File: config.mk
export PLATFORM = sky130hd
export DESIGN_NAME = axi_wr_burst_sched
export DESIGN_NICKNAME = d
export VERILOG_FILES = /design/src/rtl/axi_wr_burst_sched.sv
export SDC_FILE = /design/constraint.sdc
export NUM_CORES = 1
export LEC_CHECK = 0
export CAP_MARGIN = 25
export CORE_ASPECT_RATIO = 1.1
export CORE_UTILIZATION = 50
export CTS_CLUSTER_SIZE = 14
export DETAILED_ROUTE_END_ITERATION = 10
export DONT_BUFFER_PORTS = 1
export GPL_ROUTABILITY_DRIVEN = 0
export PLACE_DENSITY = 0.76
export SLEW_MARGIN = 30
export SYNTH_ARGS = -nofsm -noshare
export SYNTH_HDL_FRONTEND = slang
export SYNTH_SLANG_ARGS = --single-unit
File: constraint.sdc
create_clock -name i_clk -period 6.05 [get_ports i_clk]
set_input_delay 0.9075 -clock i_clk [delete_from_list [all_inputs] [get_ports i_clk]]
set_output_delay 0.9075 -clock i_clk [all_outputs]
set_load 0.005 [all_outputs]
File: src/rtl/axi_wr_burst_sched.sv
// axi_wr_burst_sched: sequences one (address, length) command per burst of a
// frame into a rotating set of frame buffers, throttles the number of bursts
// awaiting a write response, watches the AXI B channel and reports frame
// completion and write errors.
module axi_wr_burst_sched #(
    parameter int unsigned           ADDR_WIDTH = 32,
    parameter int unsigned           DATA_WIDTH = 64,
    parameter int unsigned           BURST_LEN  = 16,
    parameter logic [ADDR_WIDTH-1:0] BUF_BASE   = 32'h1000_0000,
    parameter logic [ADDR_WIDTH-1:0] BUF_SIZE   = 32'h0001_0000,
    parameter int unsigned           NUM_BUF    = 2,
    parameter int unsigned           MAX_OUT    = 4
) (
    input  logic                  i_clk,
    input  logic                  i_rst_n,
    input  logic                  i_start,
    input  logic [15:0]           i_frame_bursts,
    output logic                  o_cmd_valid,
    input  logic                  i_cmd_ready,
    output logic [ADDR_WIDTH-1:0] o_cmd_addr,
    output logic [7:0]            o_cmd_len,
    input  logic                  i_bvalid,
    input  logic [1:0]            i_bresp,
    output logic                  o_bready,
    output logic                  o_busy,
    output logic                  o_done,
    output logic                  o_err,
    output logic [2:0]            o_buf_idx,
    output logic [2:0]            o_last_buf,
    output logic                  o_last_valid
);

    // Bytes moved by one burst; a power of two, so the in-buffer offset of
    // burst n is a shift followed by a wrap mask.
    localparam int unsigned           BURST_BYTES = BURST_LEN * DATA_WIDTH / 8;
    localparam int unsigned           BB_SHIFT    = $clog2(BURST_BYTES);
    localparam logic [ADDR_WIDTH-1:0] OFF_MASK    = BUF_SIZE - ADDR_WIDTH'(1);
    localparam logic [3:0]            MAX_OUT_C   = 4'(MAX_OUT);
    localparam logic [2:0]            LAST_IDX    = 3'(NUM_BUF - 1);

    typedef enum logic [1:0] {
        IDLE   = 2'd0,
        ISSUE  = 2'd1,
        WAIT_B = 2'd2,
        DONE   = 2'd3
    } state_t;

    state_t          state_q, state_d;
    logic [15:0]     frame_bursts_q;
    logic [15:0]     issued_q;
    logic [3:0]      outstanding_q;
    logic            cmd_hs;
    logic            b_dec;
    logic [ADDR_WIDTH-1:0] cmd_addr;

    assign o_cmd_len = 8'(BURST_LEN - 1);
    assign cmd_hs    = o_cmd_valid & i_cmd_ready;

    // A B handshake only retires a burst when one is actually in flight;
    // responses left over from before a reset are absorbed here.
    assign b_dec = i_bvalid & o_bready & (outstanding_q != 4'd0);

    // Address of the next burst: buffer base plus the burst offset wrapped
    // inside the buffer, so oversized frames overwrite their own buffer.
    assign cmd_addr   = BUF_BASE + ADDR_WIDTH'(o_buf_idx) * BUF_SIZE
                      + ((ADDR_WIDTH'(issued_q) << BB_SHIFT) & OFF_MASK);
    assign o_cmd_addr = o_cmd_valid ? cmd_addr : '0;

    // Next-state and command/done decode.
    // NOTE: every output of a combinational block gets a default before the
    // case statement; a path that leaves one unassigned would infer a latch.
    always_comb begin
        state_d     = state_q;
        o_cmd_valid = 1'b0;
        o_done      = 1'b0;
        case (state_q)
            IDLE: begin
                if (i_start) begin
                    state_d = (i_frame_bursts == 16'd0) ? DONE : ISSUE;
                end
            end
            ISSUE: begin
                // Valid depends only on registered state, so once raised it
                // stays up until the burst writer takes the command.
                o_cmd_valid = (outstanding_q < MAX_OUT_C);
                if (o_cmd_valid && i_cmd_ready &&
                    (issued_q == frame_bursts_q - 16'd1)) begin
                    state_d = WAIT_B;
                end
            end
            WAIT_B: begin
                // No commands here, so the count reaches zero this cycle when
                // it equals the retirement (0 already, or 1 being retired).
                if (outstanding_q == 4'(b_dec)) begin
                    state_d = DONE;
                end
            end
            DONE: begin
                o_done  = 1'b1;
                state_d = IDLE;
            end
            default: state_d = IDLE;
        endcase
    end

    // State register.
    // NOTE: sequential state uses non-blocking assignments so every register
    // samples pre-edge values regardless of block evaluation order.
    always_ff @(posedge i_clk or negedge i_rst_n) begin
        if (!i_rst_n) begin
            state_q <= IDLE;
        end else begin
            state_q <= state_d;
        end
    end

    // Frame bookkeeping: counters, buffer rotation, status flags.
    always_ff @(posedge i_clk or negedge i_rst_n) begin
        if (!i_rst_n) begin
            frame_bursts_q <= '0;
            issued_q       <= '0;
            outstanding_q  <= '0;
            o_bready       <= 1'b0;
            o_busy         <= 1'b0;
            o_err          <= 1'b0;
            o_buf_idx      <= '0;
            o_last_buf     <= '0;
            o_last_valid   <= 1'b0;
        end else begin
            o_bready      <= 1'b1;
            outstanding_q <= outstanding_q + 4'(cmd_hs) - 4'(b_dec);
            if (b_dec && (i_bresp != 2'b00)) begin
                o_err <= 1'b1;
            end
            case (state_q)
                IDLE: begin
                    if (i_start) begin
                        frame_bursts_q <= i_frame_bursts;
                        issued_q       <= '0;
                        o_err          <= 1'b0;
                        o_busy         <= 1'b1;
                    end
                end
                ISSUE: begin
                    if (cmd_hs) begin
                        issued_q <= issued_q + 16'd1;
                    end
                end
                DONE: begin
                    o_busy <= 1'b0;
                    // An empty frame wrote nothing, so the buffer stays put.
                    if (frame_bursts_q != 16'd0) begin
                        o_last_buf   <= o_buf_idx;
                        o_last_valid <= 1'b1;
                        o_buf_idx    <= (o_buf_idx == LAST_IDX) ? 3'd0
                                                                : o_buf_idx + 3'd1;
                    end
                end
                default: ;
            endcase
        end
    end

endmodule

==> results of run 1 <==
[stage by stage]
step / power [mW] / util / worst slack (ps)
2_1_floorplan: 0.9928 / - / 3688
3_3_place_gp: 1.066 / 0.5196 / 3531
5_1_grt: 1.428 / 0.5392 / 3039
6_report: 1.324 / 0.5392 / 3341
4_1_cts: 1.331 / 0.5392 / 3373
3_5_place_dp: 1.092 / 0.5196 / 3385
[power by group]
group / total (mW) / switching [mW] / internal (mW)
logic: 0.535 / 0.278 / 0.257
clock network: 0.237 / 0.112 / 0.125
registers: 0.552 / 0.134 / 0.418
[sequential cells by signal (all words and copies together) (netlist names)]
| register | cells |
|---|---|
| o_err | 1 |
| outstanding_q | 4 |
| frame_bursts_q | 16 |
| issued_q | 16 |
| o_last_buf | 3 |
| state_q | 2 |
| o_bready | 1 |
| o_busy | 1 |
| o_last_valid | 1 |
| o_buf_idx | 3 |
[worst min-delay path by stage]
stage                     cells past startpoint                        end  slack (ps)                startpoint
after floorplan                               1   o_last_valid$_DFFE_PN0P_         460  o_last_valid$_DFFE_PN0P_
after global placement                        1   o_last_valid$_DFFE_PN0P_         490  o_last_valid$_DFFE_PN0P_
after detailed placement                      1   o_last_valid$_DFFE_PN0P_         490  o_last_valid$_DFFE_PN0P_
after CTS                                     0  o_last_buf[2]$_DFFE_PN0P_         280                   i_rst_n
after global routing                          0         o_bready$_DFF_PN0_         260                   i_rst_n
final                                         0  o_last_buf[2]$_DFFE_PN0P_         280                   i_rst_n
[layer usage]
metal  share of wire  wire length (um)
met3           0.055               321
met4           0.012                72
met2            0.47              2747
met1            0.46              2700
met5               0                 0
[cell families (layout without fill, tap and decap cells)]
family / after synthesis / after routing / share of synthesized area
buffers and inverters: 59 / 29 / 0.1083
adders and majority gates: 13 / 13 / 0.05455
and+or+nand+nor: 106 / 106 / 0.1945
other: 2 / 28 / 0.002408
DFF: 48 / 48 / 0.3851
xor gates and xnor gates: 33 / 33 / 0.09506
muxes: 26 / 26 / 0.09106
AOI/OAI and AO/OA: 29 / 29 / 0.06900
[worst max-delay path: stages (launching register included)]
cell and delay [ps]:
dfrtp_1 410, inv_1 100, ha_1 500, nand3_1 180, a21boi_1 420, nand4_1 270
nor2_1 340, nand3_1 140, xor2_1 150, nor2_1 50
[cell type report]
cell class,count,share of cell area
clock inverters,3,0.01461
well taps,77,0.03040
multi-input cells,235,0.5294
flip-flops and latches,48,0.3790
inverters,21,0.02487
clock buffers,5,0.02171
[placed cells by master, fill, tap and decap left out, types with 2 or more instances in the layout]
master    instances
nor4_1            7
and3_1           16
mux2i_1           7
a21oi_1           5
o21ai_0           6
nand3_1           9
nor2_1           23
nand4_1           9
a21o_1            2
nor2b_1           6
nor3_1            2
conb_1           28
a311oi_1          2
inv_1            21
dfrtp_1          48
and2_1            2
a31oi_1           3
xor2_1           16
clkbuf_8          5
or3_1             4
nand2b_1          4
o21a_1            2
ha_1             12
nand2_1          13
or4_4             2
mux2_2           19
xnor2_1          16
==> flow_metrics.py, run 1 <==
metrics = {
    "global_routing": {
        "grt_max_degree": 49,
        "grt_busiest_layer": "met2",
        "gr-usage-met2": 0.3138,
        "grt_antenna_before_repair": 0,
        "first_global_vias": 2047,
        "grt_pass1_wl_um": 9942,
        "grt_overflow": 0,
        "grt_util_met1": 0.2510,
        "grt_use_met3": 0.05269,
        "grt_usage": 0.1914,
    },
    "yosys": {
        "synth_cell_types": 48,
        "synth_top_cell_by_area": "dfrtp_1",
        "synthTopCellsByArea": "dfrtp_1 39%, buf_4 7.5%, mux2_2 6.9%",
        "synth_commonest_cells": "48 x dfrtp_1, 31 x buf_4, 23 x nor2_1, 21 x inv_1, 19 x mux2_2",
        "synth.ff_latch_count": 48,
        "netlist_instances": 316,
        "synth_top_flop_cell": "dfrtp_1",
        "yosys.cell_count.top_type": "dfrtp_1",
        "ys_seq_area_frac": 0.3851,
        "synth-edff-count": 0,
        "yosysWarningCount": 0,
        "yosysTopAreaCellShare": 0.3851,
        "syn-cell-area_mm2": 0.003119,
        "avgSynthCellArea_um2": 9.871,
        "ys_async_sr_fraction": 1.000,
    },
    "cells_and_area": {
        "multiInputGateArea_mm2": 0.001678,
        "seq_area_mm2": 0.001201,
        "diodes": 0,
        "nFillCells": 534,
        "syn2layout_area_growth_pct": 1.604,
        "fin_area_mm2": 0.003169,
        "fin_nets": 347,
        "fin_cells": 389,
        "layout-drive-gt1-share": 0.1186,
    },
    "floorplanning": {
        "die_w_um": 77.31,
        "ios": 75,
        "start_util": 0.5307,
        "die_area_mm2": 0.006559,
        "fp.coreArea_mm2": 0.005878,
        "die_h_um": 84.84,
        "core.rowCount": 29,
    },
    "detailed_routing": {
        "wire_per_inst_um": 15.01,
        "drc_errors": 0,
        "num_vias": 2094,
        "first_iter_violations": 102,
        "vias_per_cell": 5.383,
        "first_pass_iters": 4,
        "final_antenna_net_count": 0,
        "drt-total-wl_um": 5840,
    },
    "clock_network": {
        "cts_max_level": 2,
        "cts_hold_buffers": 0,
        "cts_sinks": 48,
        "post_cts_buffers": 0,
        "cts.clk_slew.worst_paths_ps": 100,
        "clockBufferDepth": 2,
        "cts-buffers-inserted": 5,
        "clock_latency_ps": 300,
        "post_cts_resize_count": 0,
        "cts_tree": "done",
        "root_buffer": "clkbuf_8",
    },
    "sta": {
        "slew-limit-headroom": 0.4304,
        "tightestPinTransition_ps": 851.3,
        "tns_ps": 0,
        "slew_violations": 0,
        "skew_ps": 7.366,
        "min_period_ps": 2709,
        "rsz0062_at_grt": "false",
        "setup_viol": 0,
        "hold_slack_ps": 284.0,
        "max_freq_mhz": 369.1,
        "finalCritPeriodShare": 0.4478,
        "hold_violations": 0,
    },
    "critical_path": {
        "required_ps": 6210,
        "reg2reg_to": "issued_q[15]$_DFFE_PN0P_",
        "reg2reg_slack_ps": 3340,
        "r2r_start": "state_q[1]$_DFFE_PN0P_",
        "end_kind": "flip-flop",
        "reg2reg_depth": 9,
        "setup.worst_path.end": "issued_q[15]$_DFFE_PN0P_",
        "startpoint_type": "flip-flop",
        "worstPathArrival_ps": 2870,
        "crit_path_start": "state_q[1]$_DFFE_PN0P_",
        "cp_max_fo": 17,
        "crit_type": "flip-flop to flip-flop",
    },
    "power": {
        "p_leak_nw": 1.488,
        "irDropWorstVdd_v": 0.0003202,
        "power_density_mw_per_mm2": 417.7,
    },
    "placement": {
        "dpl_cell_area_mm2": 0.003054,
        "place_inst": 381,
        "dp.final_hpwl_um": 4451,
        "numPortBuffers": 0,
    },
    "worst_hold_path": {
        "hold_path_class": "input pin to asynchronous set/reset pin",
    },
    "run": {
        "drv_cap": 0,
    },
    "run_status": {
        "status": "finished clean",
    },
}
Power figures use the tool's default switching activity.
==> run 2, diff against run 1 <==
==> constraint.sdc (replaced) <==
create_clock -name i_clk -period 2.5 [get_ports i_clk]
set_input_delay 0.375 -clock i_clk [delete_from_list [all_inputs] [get_ports i_clk]]
set_output_delay 0.375 -clock i_clk [all_outputs]
set_load 0.005 [all_outputs]
==> run 2 against run 1 <==
Total power grew to 2.5 times the previous value. Routed wire length grew 4.9%. Sequential share of layout area fell by 1.3 points. Non-clock buffer count is 12 higher. Die area unchanged. Final cell count up 3.1%. Sequential power increased by 140%. Critical path type unchanged. Critical endpoint is now state_q[1]$_DFFE_PN0P_.
==> flow_metrics.py, run 2 (synthesized netlist as in run 1, its figures left out) <==
metrics = {
    "floorplanning": {
        "core.rowCount": 29,
        "die_area_mm2": 0.006559,
        "start_util": 0.5307,
        "die_w_um": 77.31,
        "ios": 75,
        "fp.coreArea_mm2": 0.005878,
        "die_h_um": 84.84,
    },
    "critical_path": {
        "reg2reg_slack_ps": 100,
        "crit_type": "flip-flop to flip-flop",
        "reg2reg_to": "state_q[1]$_DFFE_PN0P_",
        "worstPathArrival_ps": 2590,
        "required_ps": 2690,
        "startpoint_type": "flip-flop",
        "r2r_start": "frame_bursts_q[3]$_DFFE_PN0P_",
        "end_kind": "flip-flop",
        "cp_max_fo": 7,
        "reg2reg_depth": 7,
    },
    "placement": {
        "numPortBuffers": 0,
        "dpl_worst_slack_ps": 40.05,
        "dp.final_hpwl_um": 4670,
    },
    "clock_network": {
        "cts_max_level": 2,
        "clock_latency_ps": 310,
        "root_buffer": "clkbuf_8",
        "cts.clk_slew.worst_paths_ps": 90,
        "cts_tree": "done",
        "clockBufferDepth": 2,
        "cts_sinks": 48,
        "cts-buffers-inserted": 5,
    },
    "run": {
        "drv_cap": 0,
    },
    "detailed_routing": {
        "drt-total-wl_um": 6125,
        "num_vias": 2216,
        "final_antenna_net_count": 0,
        "vias_per_cell": 5.526,
        "first_pass_iters": 4,
        "drc_errors": 0,
        "wire_per_inst_um": 15.27,
        "first_iter_violations": 145,
    },
    "global_routing": {
        "grt_usage": 0.2038,
        "grt_antenna_before_repair": 0,
        "first_global_vias": 2157,
        "grt_overflow": 0,
        "grt_pass1_wl_um": 10430,
        "grt_max_degree": 49,
    },
    "power": {
        "clock_power_share": 0.168,
        "internal_power_mw": 2.019,
        "power_density_mw_per_mm2": 1022,
        "seq_power_share": 0.393,
        "irDropWorstVdd_v": 0.0006306,
        "p_sw_frac": 0.3983,
        "power.total_mw": 3.355,
        "p_leak_nw": 1.553,
        "comb_power_share": 0.439,
        "p_switching_mw": 1.337,
    },
    "sta": {
        "fin_ws_ps": 101.2,
        "finalCritPeriodShare": 0.9595,
        "rsz0062_at_grt": "false",
        "min_period_ps": 2399,
        "skew_ps": 6.312,
        "hold_violations": 0,
        "setup_viol": 0,
        "max_freq_mhz": 416.9,
        "slew_violations": 0,
        "tns_ps": 0,
    },
    "cells_and_area": {
        "final_util": 0.5587,
        "mostFrequentLayoutCells": "48 x dfrtp_1, 28 x conb_1, 23 x nor2_1, 21 x inv_1, 19 x mux2_2",
        "syn2layout_area_growth_pct": 5.295,
        "reg_top3": "frame_bursts_q x16, issued_q x16, outstanding_q x4",
        "nFillCells": 503,
        "layout-drive-gt1-share": 0.1512,
        "final_common_cell": "dfrtp_1",
        "fin_nets": 359,
        "diodes": 0,
    },
    "worst_hold_path": {
        "hold_path_class": "input pin to flip-flop",
        "hp-start": "i_frame_bursts[3]",
        "whs_path_depth": 1,
        "hold_end": "frame_bursts_q[3]$_DFFE_PN0P_",
    },
    "run_status": {
        "status": "finished clean",
    },
}
## run 2: critical path, stage by stage, from the launching register on
cell and delay, ps:
dfrtp_1 490, nor4_4 360, nand2_4 100, or4_4 500, xnor2_2 150, nor4_2 340, a31oi_2 180, mux2i_1 150
## run 2: power groups by stage
stage | clock network, mW | registers, mW | logic [mW]
after floorplan | 0 | 1.26 | 1.14
after global placement | 0 | 1.31 | 1.38
after detailed placement | 0 | 1.33 | 1.42
after CTS | 0.576 | 1.32 | 1.46
after global routing | 0.600 | 1.35 | 1.61
final | 0.565 | 1.32 | 1.47
## run 2: worst max path at each step
stage                                         from  depth (start not counted)                endpoint  slack (ps)
global route         frame_bursts_q[3]$_DFFE_PN0P_                          7  state_q[0]$_DFFE_PN0P_           4
finish               frame_bursts_q[3]$_DFFE_PN0P_                          7  state_q[1]$_DFFE_PN0P_         100
detailed placement   frame_bursts_q[3]$_DFFE_PN0P_                          7  state_q[0]$_DFFE_PN0P_          40
CTS                  frame_bursts_q[3]$_DFFE_PN0P_                          7  state_q[1]$_DFFE_PN0P_          50
global placement     frame_bursts_q[3]$_DFFE_PN0P_                          7  state_q[1]$_DFFE_PN0P_         130
floorplan           frame_bursts_q[10]$_DFFE_PN0P_                          6  state_q[0]$_DFFE_PN0P_         240
## run 2: through the flow
stage | cell area, um^2 | hold slack (ps) | std cells
after global routing | 3284 | 197.5 | 401
after floorplan | 3217 | 79.41 | 342
final | 3284 | 207.0 | 401
after CTS | 3277 | 201.9 | 400
after detailed placement | 3122 | 80.14 | 390
after global placement | 3122 | 80.33 | 390
## run 2: repair_timing
action                                  CTS  global route
endpoints found under the hold margin    48             0
hold buffers                              2             0
resized for setup                         1             0
endpoints found under the setup margin    2             2
setup buffers                             0             1
pin swaps                                 0             1
## run 2: layout make-up
cell class | instances | area [um^2] | area share
Clock inverter | 3 | 42.54 | 0.01295
Clock buffer | 5 | 68.82 | 0.02095
Sequential cell | 48 | 1201 | 0.3657
Tap cell | 77 | 96.34 | 0.02933
Multi-Input combinational cell | 235 | 1684 | 0.5128
Timing Repair Buffer | 12 | 112.6 | 0.03429
Inverter | 21 | 78.83 | 0.02400
## run 2: layer usage
layer | vias up | GRT usage | routed length (um)
met5 | - | 0 | 0
met2 | 75 | 0.3532 | 3086
met3 | 9 | 0.03333 | 300
met1 | 1089 | 0.2570 | 2625
li1 | 1043 | - | -
met4 | 0 | 0.07204 | 113
==> run 3, diff against run 2 <==
--- a/config.mk
+++ b/config.mk
@@ -6,13 +6,15 @@
 export NUM_CORES = 1
 export LEC_CHECK = 0
 export CAP_MARGIN = 25
+export CELL_PAD_IN_SITES_DETAIL_PLACEMENT = 0
+export CELL_PAD_IN_SITES_GLOBAL_PLACEMENT = 1
 export CORE_ASPECT_RATIO = 1.1
-export CORE_UTILIZATION = 50
+export CORE_UTILIZATION = 48
 export CTS_CLUSTER_SIZE = 14
 export DETAILED_ROUTE_END_ITERATION = 10
 export DONT_BUFFER_PORTS = 1
 export GPL_ROUTABILITY_DRIVEN = 0
-export PLACE_DENSITY = 0.76
+export PLACE_DENSITY = 0.9
 export SLEW_MARGIN = 30
 export SYNTH_ARGS = -nofsm -noshare
 export SYNTH_HDL_FRONTEND = slang
==> run 3 against run 2 <==
Sequential power about the same. Largest power group unchanged. Utilization down 2.9 points. Highest routed layer unchanged. Critical endpoint unchanged. Final cell count up 0.75%. Sequential share of layout area down 0.13 points.
==> flow_metrics.py, run 3 (synthesized netlist as in run 1, its figures left out) <==
metrics = {
    "worst_hold_path": {
        "hold_path_class": "input pin to flip-flop",
    },
    "placement": {
        "dp.final_hpwl_um": 4775,
        "dpl_worst_slack_ps": 118.8,
        "numPortBuffers": 0,
        "dpl_cell_area_mm2": 0.003133,
    },
    "clock_network": {
        "cts_max_level": 2,
        "cts_tree": "done",
        "cts.clk_slew.worst_paths_ps": 90,
        "clockBufferDepth": 2,
        "clock_latency_ps": 300,
        "cts_sinks": 48,
        "post_cts_buffers": 0,
        "cts-buffers-inserted": 5,
        "root_buffer": "clkbuf_8",
    },
    "power": {
        "power_density_mw_per_mm2": 1030,
        "p_leak_nw": 1.560,
        "irDropWorstVdd_v": 0.0006767,
    },
    "cells_and_area": {
        "nFillCells": 584,
        "reg_top3": "frame_bursts_q x16, issued_q x16, outstanding_q x4",
        "fin_area_mm2": 0.003299,
        "fin_nets": 359,
        "layout-drive-gt1-share": 0.1543,
        "multiInputGateArea_mm2": 0.001684,
        "syn2layout_area_growth_pct": 5.776,
        "final_common_cell": "dfrtp_1",
        "seq_area_mm2": 0.001202,
        "diodes": 0,
        "mostFrequentLayoutCells": "47 x dfrtp_1, 28 x conb_1, 23 x nor2_1, 21 x inv_1, 19 x mux2_2",
    },
    "detailed_routing": {
        "drt-total-wl_um": 6136,
        "first_iter_violations": 65,
        "final_antenna_net_count": 0,
        "drc_errors": 0,
        "vias_per_cell": 5.332,
        "wire_per_inst_um": 15.19,
        "first_pass_iters": 4,
        "num_vias": 2154,
    },
    "floorplanning": {
        "fp.coreArea_mm2": 0.006231,
        "core.rowCount": 30,
        "die_h_um": 86.55,
        "ios": 75,
        "die_area_mm2": 0.006825,
        "start_util": 0.5006,
        "die_w_um": 78.86,
    },
    "critical_path": {
        "end_kind": "flip-flop",
        "cpPeakStageDelay_ps": 560,
        "cp_max_fo": 5,
        "crit_slowest_cell": "or4_4",
        "worstPathCellList": "or4_4 -> or4_4 -> xnor2_2 -> nor4_2 -> a31oi_2 -> mux2i_1",
        "required_ps": 2690,
        "worst-path-buf-inv": 0,
        "cp_common_cell": "or4_4",
        "worstPathArrival_ps": 2510,
        "crit_family": "simple AND/OR/NAND/NOR gates",
        "startpoint_type": "flip-flop",
        "crit_type": "flip-flop to flip-flop",
    },
    "run": {
        "drv_cap": 0,
    },
    "global_routing": {
        "grt_overflow": 0,
        "first_global_vias": 2123,
        "grt_antenna_before_repair": 0,
        "grt_max_degree": 49,
        "grt_pass1_wl_um": 10210,
        "grt_usage": 0.1925,
    },
    "sta": {
        "finalCritPeriodShare": 0.9297,
        "min_period_ps": 2324,
        "slew_violations": 0,
        "hold_violations": 0,
        "skew_ps": 6.311,
        "tns_ps": 0,
        "slew-limit-headroom": 0.5898,
        "fin_ws_ps": 175.8,
        "tightestPinTransition_ps": 613.8,
        "max_freq_mhz": 430.3,
        "setup_viol": 0,
    },
    "run_status": {
        "status": "finished clean",
    },
}
run 3: repair_timing:
item                       CTS  global route
hold endpoints to repair    48             0
setup endpoints to repair    0             2
resized for setup            0             2
hold buffers                 2             0
run 3: per-stage QoR:
step / std cells / hold WS (ps) / util / power [mW]
after floorplan: 342 / 79.41 / - / 2.403
after global placement: 394 / 81.07 / 0.5028 / 2.721
after detailed placement: 394 / 81.25 / 0.5028 / 2.767
after CTS: 404 / 210.4 / 0.5283 / 3.403
after global routing: 404 / 209.3 / 0.5295 / 3.650
final: 404 / 214.6 / 0.5295 / 3.399
run 3: metal layers:
metal	wire, um	track usage
met1	2665	0.2431
met4	79	0.05455
met5	0	0
met2	3082	0.3328
met3	308	0.04105
run 3: final cells by class:
class                   count  share of cell area
flip-flops and latches     48              0.3644
repair buffers             12             0.03413
inverters                  21             0.02389
clock buffers               6             0.02503
clock inverters             2             0.01176
multi-input cells         235              0.5104
well taps                  80             0.03034
run 3: path summary, 6_finish.rpt:
check | start | end | slack, ps | cells past startpoint
hold reg to reg | o_last_valid$_DFFE_PN0P_ | o_last_valid$_DFFE_PN0P_ | 510 | 1
hold / removal | i_frame_bursts[10] | frame_bursts_q[10]$_DFFE_PN0P_ | 210 | 1
min in group asynchronous | i_rst_n | issued_q[13]$_DFFE_PN0P_ | 570 | 2
setup / recovery | frame_bursts_q[11]$_DFFE_PN0P_ | state_q[1]$_DFFE_PN0P_ | 180 | 6
setup reg to reg | frame_bursts_q[11]$_DFFE_PN0P_ | state_q[1]$_DFFE_PN0P_ | 180 | 6
max in group asynchronous | i_rst_n | frame_bursts_q[0]$_DFFE_PN0P_ | 1710 | 2
run 3: power by group:
part,internal [mW],switching (mW)
Clock,0.327,0.276
Combinational,0.721,0.782
Sequential,1.01,0.281
Total,2.06,1.34
